**src/rtl/serial_bit_feeder.sv**
```systemverilog
// serial_bit_feeder
// Parallel-to-serial front end for the 1011 sequence detector. Words arrive
// over a valid/ready handshake into a one-word holding register and are
// shifted out one bit every DIV clock cycles. A held word is loaded into the
// shifter at the edge that ends the previous word's last bit, so back-to-back
// words are serialized without an idle cycle between them.
//
// Parameters:
//   WIDTH     word width in bits (>= 2)
//   DIV       clock cycles per serial bit (>= 1)
//   MSB_FIRST 1: bit WIDTH-1 goes out first, 0: bit 0 goes out first
//
// Ports:
//   clk           clock, all state changes on the rising edge
//   rst_n         asynchronous active-low reset
//   in_data_i     parallel word to serialize
//   in_valid_i    in_data_i is valid
//   in_ready_o    feeder accepts a word this cycle
//   bit_out_o     serial data bit (0 while idle)
//   bit_valid_o   bit_out_o carries word data
//   bit_strobe_o  pulse in the first cycle of every bit period
//   word_done_o   pulse in the final cycle of a word's last bit period
//   busy_o        shifter active or holding register full
module serial_bit_feeder #(
    parameter int WIDTH     = 8,
    parameter int DIV       = 1,
    parameter int MSB_FIRST = 1
) (
    input  logic             clk,
    input  logic             rst_n,
    input  logic [WIDTH-1:0] in_data_i,
    input  logic             in_valid_i,
    output logic             in_ready_o,
    output logic             bit_out_o,
    output logic             bit_valid_o,
    output logic             bit_strobe_o,
    output logic             word_done_o,
    output logic             busy_o
);

    localparam int CW = (WIDTH > 1) ? $clog2(WIDTH) : 1;
    localparam int DW = (DIV > 1) ? $clog2(DIV) : 1;
    localparam logic [CW-1:0] BIT_MAX = CW'(WIDTH - 1);
    localparam logic [DW-1:0] DIV_MAX = DW'(DIV - 1);

    typedef enum logic {
        IDLE,
        SHIFT
    } state_t;

    state_t           state_q, state_d;
    logic [WIDTH-1:0] hold_q, hold_d;
    logic             hold_full_q, hold_full_d;
    logic [WIDTH-1:0] sh_q, sh_d;
    logic [CW-1:0]    bit_cnt_q, bit_cnt_d;
    logic [DW-1:0]    div_cnt_q, div_cnt_d;

    logic last;
    logic load;
    logic accept;
    logic [WIDTH-1:0] sh_shifted;

    // last marks the final cycle of the final bit; a held word may load on
    // that edge, which is what keeps consecutive words gapless.
    assign last   = (state_q == SHIFT) && (bit_cnt_q == BIT_MAX) && (div_cnt_q == DIV_MAX);
    assign load   = hold_full_q && ((state_q == IDLE) || last);
    assign accept = in_valid_i && in_ready_o;

    // in_ready depends on registered state only, never on in_valid.
    assign in_ready_o = !hold_full_q || load;

    assign sh_shifted = (MSB_FIRST != 0) ? {sh_q[WIDTH-2:0], 1'b0}
                                         : {1'b0, sh_q[WIDTH-1:1]};

    // Next-state logic. A load empties the holding register, but an accept in
    // the same cycle refills it with the new word, so accept is applied last.
    always_comb begin
        state_d     = state_q;
        hold_d      = hold_q;
        hold_full_d = hold_full_q;
        sh_d        = sh_q;
        bit_cnt_d   = bit_cnt_q;
        div_cnt_d   = div_cnt_q;

        if (load) begin
            sh_d        = hold_q;
            bit_cnt_d   = '0;
            div_cnt_d   = '0;
            state_d     = SHIFT;
            hold_full_d = 1'b0;
        end else if (state_q == SHIFT) begin
            if (last) begin
                state_d   = IDLE;
                bit_cnt_d = '0;
                div_cnt_d = '0;
            end else if (div_cnt_q == DIV_MAX) begin
                div_cnt_d = '0;
                bit_cnt_d = bit_cnt_q + CW'(1);
                sh_d      = sh_shifted;
            end else begin
                div_cnt_d = div_cnt_q + DW'(1);
            end
        end

        if (accept) begin
            hold_d      = in_data_i;
            hold_full_d = 1'b1;
        end
    end

    // State registers; reset discards any partial or held word.
    always_ff @(posedge clk or negedge rst_n) begin
        if (!rst_n) begin
            state_q     <= IDLE;
            hold_q      <= '0;
            hold_full_q <= 1'b0;
            sh_q        <= '0;
            bit_cnt_q   <= '0;
            div_cnt_q   <= '0;
        end else begin
            state_q     <= state_d;
            hold_q      <= hold_d;
            hold_full_q <= hold_full_d;
            sh_q        <= sh_d;
            bit_cnt_q   <= bit_cnt_d;
            div_cnt_q   <= div_cnt_d;
        end
    end

    // Idle zeros keep the downstream detector in its start state.
    assign bit_out_o    = (state_q == SHIFT) &&
                          ((MSB_FIRST != 0) ? sh_q[WIDTH-1] : sh_q[0]);
    assign bit_valid_o  = (state_q == SHIFT);
    assign bit_strobe_o = (state_q == SHIFT) && (div_cnt_q == '0);
    assign word_done_o  = last;
    assign busy_o       = (state_q == SHIFT) || hold_full_q;

endmodule

```
**config.mk**
```make
export PLATFORM = sky130hd
export DESIGN_NAME = serial_bit_feeder
export DESIGN_NICKNAME = d
export VERILOG_FILES = /design/src/rtl/serial_bit_feeder.sv
export SDC_FILE = /design/constraint.sdc
export NUM_CORES = 1
export LEC_CHECK = 0
export CAP_MARGIN = 20
export CELL_PAD_IN_SITES_DETAIL_PLACEMENT = 0
export CELL_PAD_IN_SITES_GLOBAL_PLACEMENT = 1
export CORE_MARGIN = 2
export CORE_UTILIZATION = 45
export DETAILED_ROUTE_END_ITERATION = 7
export PLACE_DENSITY = 0.85
export REMOVE_ABC_BUFFERS = 1
export SYNTH_ARGS = -nofsm -noshare
export SYNTH_HDL_FRONTEND = slang
export SYNTH_SLANG_ARGS = --single-unit
export TNS_END_PERCENT = 10
```
**constraint.sdc**
```tcl
create_clock -name clk -period 2.45 [get_ports clk]
set_input_delay 0.245 -clock clk [delete_from_list [all_inputs] [get_ports clk]]
set_output_delay 0.245 -clock clk [all_outputs]
set_load 0.05 [all_outputs]
```
# Word level (Yosys, flattened, before mapping)
# Cells that the tools add are included.
[totals]
register_bits = 22
wordCells = 45
input_bits = 11
out_inout_bits = 6
[op_classes]
add_sub_neg = 2
n_mux = 17
eq_ne = 4
n_reduce_logical = 14
bitwise = 2
[ops]
columns = ["op", "n"]
rows = [
  ["8-bit two-way mux", 4],
  ["3-bit two-way mux", 4],
  ["1-bit two-way mux", 9],
  ["1-bit logical AND", 6],
  ["2-bit by 1-bit != test with 1-bit output, second input constant", 2],
  ["2-bit nonzero test", 2],
  ["3-bit by 1-bit adder with 3-bit output, second input constant", 1],
  ["3-bit equality test, second input constant", 1],
  ["1-bit logical OR", 3],
  ["3-bit by 1-bit != test with 1-bit output, second input constant", 1],
  ["3-bit AND reduction", 1],
  ["1-bit inverter", 2],
  ["2-bit AND reduction", 1],
  ["1-bit adder, second input constant", 1],
  ["1-bit logical NOT", 1],
]

# Depth between registers and ports, before layout
[logic_depth]
depth_word = 8
mapped_depth = 5
mapped_depth_nobuf = 4

# Worst setup path after synthesis
# OpenSTA, ideal clock, no wires.
[synth_timing]
path_kind = "reg2out"
startpoint = "register state_q, in the netlist bit_valid_o"
endpoint = "output bit_out_o"
slack_ps = 744
arrival_ps = 1461
path_stages_with_launch = 3
n_path_buf = 1
required_time_ps = 2205
path_cell_list = "dfrtp_1 -> clkbuf_1 -> and2_1"
[synth_between]
elab_chain_cells = 1
[synth_rtl]
columns = ["element", "line", "source"]
rows = [
  ["start: declaration", "51", "state_t state_q, state_d;"],
  ["start signal: assignment", "121", "state_q <= state_d;"],
  ["1-bit logical AND", "131", "assign bit_out_o = (state_q == SHIFT) &&"],
  ["end: declaration", "34", "output logic bit_out_o,"],
]
# Every way passes these cells.

# Final worst setup path
[layout_timing]
startpoint = "register bit_cnt_q[0]"
endpoint = "output word_done_o"
[layout_between]
elab_chain_cells = 3
[layout_rtl]
columns = ["element", "line", "source"]
rows = [
  ["start: declaration", "55", "logic [CW-1:0] bit_cnt_q, bit_cnt_d;"],
  ["start signal: assignment", "125", "bit_cnt_q <= bit_cnt_d;"],
  ["3-bit equality test", "65", "assign last = (state_q == SHIFT) && (bit_cnt_q == BIT_MAX) && (div_cnt_q == DIV_MAX);"],
  ["1-bit logical AND (2 in a row)", "65", ""],
  ["end: declaration", "37", "output logic word_done_o,"],
]
# Every way passes these cells.

==> run metrics <==
die height 53.9 um; syn_area_per_cell 12.1 um2; ant diodes 0; Final Hold Fails 0; Crit Path Max Fanout 2; Area Growth Syn to Fin 18.8%; DP HPWL 1.35 mm; IO Port Bufs 16; # DRC 0; routed via count 751; largest net degree at the start of global routing 22; mapped cell area 1120 um2; r2r worst-path depth 5; CTS Buffer Depth 2; CTS tree done; total core area 2410 um2; DR iter-0 viols 12; row count 18; die area approximately 2900 um2; Fin Clk Skew around 0.0053 ns; slew margin rel. 63.4%; Synth cell types 20; Critical Path RT 2.20 ns; Horiz. Die Dim 53.9 um; worst slew pin tran 0.549 ns; root buffer cell clkbuf_4; Final ANT Viol Nets 0; vias in the first global route 725; Hold WC Path Type input port to async pin; # setup viols final 0; Post-Synthesis Cells 93; htree depth 1; gr ovfl total 0; TritonCTS Sinks 21; dpl cells 136; reg2reg setup slack 0.57 ns; RSZ-0062 raised after global routing false; maximum VDD drop 0.000944 V; cts repair resizes 0; TNS Setup 0 ns; Reg2Reg Launch Point bit_cnt_q[0]; max cap viols 0; status completed; flops & latches, synth 21; antenna violations before repair 0; Final Non-Filler Cells 140; Final nets 124; Startpoint Class flop; Total GRT Usage 16.5%; Crit. End Element output pin; clock network latency to the later pin of the worst-skew pair 0.29 ns; Crit Path Category flop to output pin; layout cells sized above 1 between 20% and 30%; Util after Layout between 50% and 60%; Leak 0.604 nW; drt first pass iters 4; first-pass GRT wire length 3.43 mm; f_max 466 MHz; I/O Pins 17; RD Place Congestion between 0.6 and 0.7; setup bufs post-CTS 0; worst hold slack 0.277 ns; Num CTS Buffers 3; Starting Density 46.6%; sequential area share after synthesis 46.8%; synthesis warning total 0; Slew Viols, Final 0; vias per cell between 5 and 6; Critical Path AT 1.90 ns; min cycle time layout 2.15 ns; RR Endpoint sh_q[2]; power density over the cells between 1000 and 1500 nW/um2; Pwr Total approximately 1.5 mW; Reg clk slew, reported paths 0.12 ns; final cycle utilization of the critical path 87.6%; routed wire length 1.95 mm; CTS Hold Bufs 0; Routed WL per cell 13.9 um
==> flip-flops by register name (all words and copies together), names as in the netlist <==
name and count:
hold_q 8, sh_q 8, bit_valid_o 1, bit_cnt_q 3
hold_full_q 1
==> layout make-up <==
type / count / area (um2)
Tap cell: 30 / 37.5
Inverter: 2 / 7.51
Timing Repair Buffer: 21 / 195
Sequential cell: 21 / 526
Fill cell: 208 / 1080
Multi-Input combinational cell: 62 / 542
Clock buffer: 4 / 26.3
==> critical path, cell delays in order, from the launching register on <==
cell and delay [ns]:
dfrtp_1 0.42, ha_1 0.20, ha_1 0.18, and2_1 0.13, clkdlybuf4s50_1 0.69
==> synth_stat cells (all sizes together) <==
| cell type | number | area share [%] |
|---|---|---|
| dfrtp | 21 | 47 |
| mux2 | 14 | 19 |
| nand2b | 10 | 5.6 |
| nand2 | 9 | 3.0 |
| nand4b | 8 | 6.2 |
| o211ai | 8 | 5.4 |
| buf | 5 | 3.2 |
| clkbuf | 3 | 1.0 |
| and2 | 2 | 1.1 |
| ha | 2 | 2.2 |
| inv | 2 | 0.67 |
| mux2i | 2 | 1.8 |
| nor2 | 2 | 0.67 |
| a22o | 1 | 0.78 |
| a32o | 1 | 0.89 |
| and3b | 1 | 0.78 |
| nor2b | 1 | 0.56 |
| or2 | 1 | 0.56 |
==> power by group <==
part	total (mW)	switching [mW]	internal (mW)	leakage, nW
clock network	0.164	0.101	0.0632	0.0150
logic	0.768	0.341	0.426	0.353
registers	0.563	0.0846	0.478	0.236
total	1.49	0.527	0.968	0.604
==> layer usage <==
| layer | share of wire [%] | GRT usage [%] |
|---|---|---|
| met1 | 48 | 25.1 |
| met2 | 48 | 23.8 |
| met3 | 3.2 | 2.50 |
| met4 | 0.62 | 5.13 |
| met5 | 0 | 0 |
==> cell families after synthesis <==
logic type | share of synthesized area [%]
buffers and inverters | 4.90
multiplexers | 20.5
AND/OR/NAND/NOR | 18.5
AO/OA/AOI/OAI | 7.02
flip-flops | 46.8
adder cells (fa/ha/maj) | 2.23
==> worst max path at each step <==
stage                      start           to  cells past startpoint
detailed placement  bit_cnt_q[0]      sh_q[2]                      5
CTS                 bit_cnt_q[0]  word_done_o                      4
finish              bit_cnt_q[0]  word_done_o                      4
floorplan            bit_valid_o      sh_q[1]                      2
global route        bit_cnt_q[0]  word_done_o                      4
global placement    bit_cnt_q[0]      sh_q[2]                      5
==> through the flow <==
step / cell area [um2] / setup slack [ns]
6_report: 1330 / 0.303
3_5_place_dp: 1310 / 0.590
3_3_place_gp: 1310 / 0.626
5_1_grt: 1330 / 0.204
2_1_floorplan: 1070 / 0.342
4_1_cts: 1330 / 0.289
==> placed cells by master, fill, tap and decap left out, types with 2 or more instances in the layout <==
cell,n
nand2_1,9
clkdlybuf4s50_1,15
nor2_1,2
o211ai_1,8
and2_1,2
dfrtp_1,21
ha_1,2
mux2i_1,2
clkbuf_4,3
mux2_4,14
nand2b_1,10
buf_4,6
nand4b_1,8
inv_1,2
(Power assumes the default switching activity.)
